File: src/rtl/pl_irq_collector.sv
// Sticky, maskable interrupt collector for periodic PL request lines with W1C register access.
// Optional per-channel saturating overrun counters: define IRQ_OVERRUN_CNT_EN.
module pl_irq_collector #(
    parameter int unsigned N_IRQ = 2,
    parameter int unsigned CNT_W = 8
) (
    input  logic             Sys_clk,
    input  logic             Rst,
    input  logic [N_IRQ-1:0] Irq_in,
    input  logic             Reg_wr_en,
    input  logic             Reg_rd_en,
    input  logic [3:0]       Reg_addr,
    input  logic [31:0]      Reg_wdata,
    output logic [31:0]      Reg_rdata,
    output logic             Reg_rd_valid,
    output logic             Irq_to_ps
);

    logic [N_IRQ-1:0] hist_q;
    logic [N_IRQ-1:0] pending_q, pending_d;
    logic [N_IRQ-1:0] enable_q, enable_d;
    logic [N_IRQ-1:0] overrun_q, overrun_d;
    logic [N_IRQ-1:0] rise, pend_w1c, ovr_w1c, ovr_set, active;
    logic [2:0]       id_idx;
    logic [31:0]      rdata_q, rdata_d;
    logic             rd_valid_q;
    logic             irq_q;
    logic             unused_wdata;

    assign unused_wdata = ^Reg_wdata;

    always_comb begin
        rise      = Irq_in & ~hist_q;
        pend_w1c  = (Reg_wr_en && Reg_addr == 4'h0) ? Reg_wdata[N_IRQ-1:0] : '0;
        ovr_w1c   = (Reg_wr_en && Reg_addr == 4'h2) ? Reg_wdata[N_IRQ-1:0] : '0;
        enable_d  = (Reg_wr_en && Reg_addr == 4'h1) ? Reg_wdata[N_IRQ-1:0] : enable_q;
        // A rise coinciding with W1C replaces the consumed event, so it is not an overrun.
        ovr_set   = rise & pending_q & ~pend_w1c;
        pending_d = (pending_q & ~pend_w1c) | rise;
        overrun_d = (overrun_q & ~ovr_w1c) | ovr_set;
        active    = pending_q & enable_q;
    end

    always_comb begin
        id_idx = '0;
        for (int i = N_IRQ - 1; i >= 0; i--) begin
            if (active[i]) id_idx = 3'(i);
        end
    end

`ifdef IRQ_OVERRUN_CNT_EN
    logic [N_IRQ-1:0][CNT_W-1:0] cnt_q, cnt_d;

    always_comb begin
        cnt_d = cnt_q;
        for (int i = 0; i < N_IRQ; i++) begin
            if (Reg_wr_en && Reg_addr == 4'(i + 4)) begin
                cnt_d[i] = ovr_set[i] ? CNT_W'(1) : '0;
            end else if (ovr_set[i] && cnt_q[i] != '1) begin
                cnt_d[i] = cnt_q[i] + CNT_W'(1);
            end
        end
    end
`endif

    always_comb begin
        rdata_d = '0;
        case (Reg_addr)
            4'h0: rdata_d[N_IRQ-1:0] = pending_q;
            4'h1: rdata_d[N_IRQ-1:0] = enable_q;
            4'h2: rdata_d[N_IRQ-1:0] = overrun_q;
            4'h3: rdata_d = {|active, 28'b0, id_idx};
            default: begin
`ifdef IRQ_OVERRUN_CNT_EN
                for (int i = 0; i < N_IRQ; i++) begin
                    if (Reg_addr == 4'(i + 4)) rdata_d[CNT_W-1:0] = cnt_q[i];
                end
`endif
            end
        endcase
    end

    // hist resets to all ones so lines held high through reset produce no event.
    always_ff @(posedge Sys_clk) begin
        if (Rst) begin
            hist_q     <= '1;
            pending_q  <= '0;
            enable_q   <= '0;
            overrun_q  <= '0;
            rdata_q    <= '0;
            rd_valid_q <= 1'b0;
            irq_q      <= 1'b0;
        end else begin
            hist_q     <= Irq_in;
            pending_q  <= pending_d;
            enable_q   <= enable_d;
            overrun_q  <= overrun_d;
            rd_valid_q <= Reg_rd_en;
            irq_q      <= |active;
            if (Reg_rd_en) rdata_q <= rdata_d;
        end
    end

`ifdef IRQ_OVERRUN_CNT_EN
    always_ff @(posedge Sys_clk) begin
        if (Rst) cnt_q <= '0;
        else     cnt_q <= cnt_d;
    end
`endif

    assign Reg_rdata    = rdata_q;
    assign Reg_rd_valid = rd_valid_q;
    assign Irq_to_ps    = irq_q;

endmodule

File: config.mk
export PLATFORM = sky130hd
export DESIGN_NAME = pl_irq_collector
export DESIGN_NICKNAME = d
export VERILOG_FILES = /design/src/rtl/pl_irq_collector.sv
export SDC_FILE = /design/constraint.sdc
export NUM_CORES = 1
export LEC_CHECK = 0
export BUFFER_PORTS_ARGS = -buffer_cell sky130_fd_sc_hd__buf_2
export CAP_MARGIN = 20
export CORE_MARGIN = 5
export CORE_UTILIZATION = 36
export CTS_BUF_LIST = sky130_fd_sc_hd__clkbuf_16
export CTS_CLUSTER_DIAMETER = 40
export DETAILED_ROUTE_END_ITERATION = 6
export HOLD_SLACK_MARGIN = 0.12
export PLACE_DENSITY = 0.79
export RECOVER_POWER = 25
export SYNTH_ARGS = -nofsm -noshare
export SYNTH_HDL_FRONTEND = slang
export SYNTH_SLANG_ARGS = --single-unit
export TNS_END_PERCENT = 10
File: constraint.sdc
create_clock -name Sys_clk -period 1.3 [get_ports Sys_clk]
set_input_delay 0.13 -clock Sys_clk [delete_from_list [all_inputs] [get_ports Sys_clk]]
set_output_delay 0.13 -clock Sys_clk [all_outputs]
set_load 0.01 [all_outputs]
==> impl_metrics.yaml <==
placement:
  io_buffers: 16
  dp_hpwl_um: 1240
  gp_congestion: 0.7548
logic_synthesis:
  synth_mux_area_frac: 0.02439
  synth_warnings: 0
  synthSimpleGateAreaFrac: 0.2348
  syn_avg_cell_area_um2: 8.550
  synth_common_cells: "buf_4 (29), dfxtp_1 (13), o21ai_0 (8)"
  synth_most_common_cell: "buf_4"
  synth_top_family_by_area: "buffers and inverters"
  syn_inst: 96
  synth-main-ff-cell: "dfxtp_1"
  post-synth-top-area-cell: "dfxtp_1"
  async_flop_share: 0
  synth_xor_area_frac: 0
  synth.area.top_cells: "dfxtp_1 (32%), buf_4 (27%), o21ai_0 (4.9%)"
  synth_edf_count: 0
  ys_types: 27
  synth-compound-area-share: 0.1402
  synthAdderAreaFrac: 0
  ys_ff_latch: 13
  yosysTopAreaCellShare: 0.3171
  yosysSeqAreaShare: 0.3171
  syn_area_um2: 820.8
power_and_ir_drop:
  p_seq_frac: 0.378
  internal-power_mw: 0.8562
  pwr-share-clk: 0.512
  leakage_nw: 0.4065
  switching_share: 0.2251
  switching_power_mw: 0.2487
  comb_power_share: 0.110
  ir_worst_vdd_uv: 560.2
  power_density_nw_per_um2: 1198
setup_path:
  startpoint_type: "primary input"
  cp_max_fo: 3
  r2r_end: "Reg_rdata[0]"
  critPathKind: "in -> reg"
  required_ns: 1.40
  ff2ff_path_depth: 3
  endpoint_kind: "flip-flop"
  r2r_start: "Reg_rdata[0]"
  worstPathArrival_ns: 1.20
  r2r_slack_ns: 0.27
hold_path:
  min_path_type: "in -> reg"
  hp-start: "Reg_wdata[0]"
  hold_end: "enable_q[0]"
  holdPathStages: 3
clock_network:
  root_buffer: "clkbuf_16"
  clock_path_buffers: 2
  cts_tree: "yes"
  clk_latency_ns: 0.24
  clkTransAtPathRegs_ns: 0.04
  clock-sinks: 13
  postCtsSetupRepairBufs: 0
  htree_levels: 1
  cts_made_buffers: 3
floorplan:
  rows: 17
  initial_core_util: 0.3746
  die_w_um: 57.75
  fp.dieArea_um2: 3335
  pin_count: 76
  coreArea_um2: 2191
  die_height_um: 57.75
final_layout:
  antenna_cells: 0
  area_growth_pct: 12.35
  nNetsFinal: 160
  nFillCells: 228
  final_layout_size_suffix_gt1_frac: 0.2137
routing:
  drt-pass1-iter-count: 4
  ant_nets: 0
  wl_um: 1543
  via_count: 637
  drt-wirelength-per-cell_um: 10.64
  drc: 0
  drt-initial-drc-count: 23
  vias_per_cell: 4.393
grt:
  grt_pass1_vias: 518
  grt_antenna_before_repair: 0
  grt_use_total: 0.09087
  grt_max_degree: 14
  overflow: 0
  grt_first_pass_wirelength_um: 2263
sta:
  rsz0062_at_grt: "false"
  fmax_mhz: 909.8
  post-route-period-util: 0.8455
  finalHoldViolCount: 0
  drv_slew: 0
  fin_skew_ns: 0.0009353
  hold_ws_ns: 0.1678
  worst_pin_slew_ns: 0.5171
  fin_tns_setup_ns: 0
  final.min_clock_period_ns: 1.099
  finalSetupViolCount: 0
  relSlewSlack: 0.6553
status:
  outcome: "complete, no violations"
run:
  cap_violations: 0
==> power groups by stage <==
stage | sequential (mW) | clock [mW] | combinational (mW)
2_1_floorplan | 0.423 | 0 | 0.140
4_1_cts | 0.417 | 0.576 | 0.121
3_5_place_dp | 0.424 | 0 | 0.116
5_1_grt | 0.418 | 0.599 | 0.134
6_report | 0.417 | 0.566 | 0.122
3_3_place_gp | 0.423 | 0 | 0.114
==> worst max-delay path, stage by stage <==
cell and delay [ns]:
dlygate4sd3_1 0.53, buf_2 0.13, and3b_1 0.16, nor3_1 0.18, a211oi_1 0.07
==> layout by cell type, fill, tap and decap left out, types with 3 or more instances in the layout <==
cell,Yosys,routed
buf_2,0,13
nand2_1,5,5
clkbuf_1,2,4
dfxtp_1,13,13
conb_1,1,29
o21ai_0,8,8
clkbuf_16,0,3
a21oi_1,5,5
nand2b_1,5,5
==> metal layers <==
| metal | up-vias | global-route usage | part of all wire |
|---|---|---|---|
| met5 | - | 0 | 0 |
| met4 | 0 | 0.06954 | 0.029 |
| met3 | 5 | 0.03563 | 0.13 |
| met2 | 32 | 0.1387 | 0.45 |
| met1 | 283 | 0.1007 | 0.39 |
| li1 | 317 | - | - |
==> cells by family after synthesis <==
group / count (synthesis)
buffers and inverters: 32
and+or+nand+nor: 29
AOI/OAI and AO/OA: 19
DFF: 13
muxes: 2
other: 1
==> final cells by class <==
cell class	instances	area [um2]	share of cell area
clock buffer	3	75.07	0.08141
sequential	13	260.3	0.2822
tap	28	35.03	0.03799
inverter	1	3.754	0.004071
timing repair buffer	20	107.6	0.1167
multi-input combinational	79	436.7	0.4735
clock inverter	1	3.754	0.004071
==> sequential cells by signal, summed over array words and instances (netlist names) <==
signal,flops
Irq_to_ps,1
Reg_rd_valid,1
Reg_rdata,3
enable_q,2
hist_q,2
overrun_q,2
pending_q,2
==> stage by stage <==
| stage | total power, mW | setup WS, ns | util | instance area [um2] | instances |
|---|---|---|---|---|---|
| global placement | 0.5372 | 0.08411 | 0.3792 | 830.8 | 139 |
| detailed placement | 0.5394 | 0.04096 | 0.3792 | 830.8 | 139 |
| CTS | 1.114 | 0.2309 | 0.4243 | 929.6 | 145 |
| finish | 1.105 | 0.2009 | 0.4209 | 922.1 | 145 |
| floorplan | 0.5629 | 0.2486 | - | 925.9 | 124 |
| global route | 1.152 | 0.1046 | 0.4209 | 922.1 | 145 |
==> how the worst max path moves through the flow <==
| stage | end | startpoint |
|---|---|---|
| 2_1_floorplan | overrun_q[0] | Reg_addr[0] |
| 3_3_place_gp | Reg_rdata[0] | Reg_addr[3] |
| 3_5_place_dp | Reg_rdata[0] | Reg_addr[3] |
| 4_1_cts | overrun_q[0] | Irq_in[0] |
| 5_1_grt | overrun_q[0] | Irq_in[0] |
| 6_report | overrun_q[0] | Irq_in[0] |
==> timing repair <==
action,4_1_cts,5_1_grt
hold buffers,2,0
resized for setup,0,0
endpoints found under the hold margin,2,0
(Power assumes the default switching activity.)
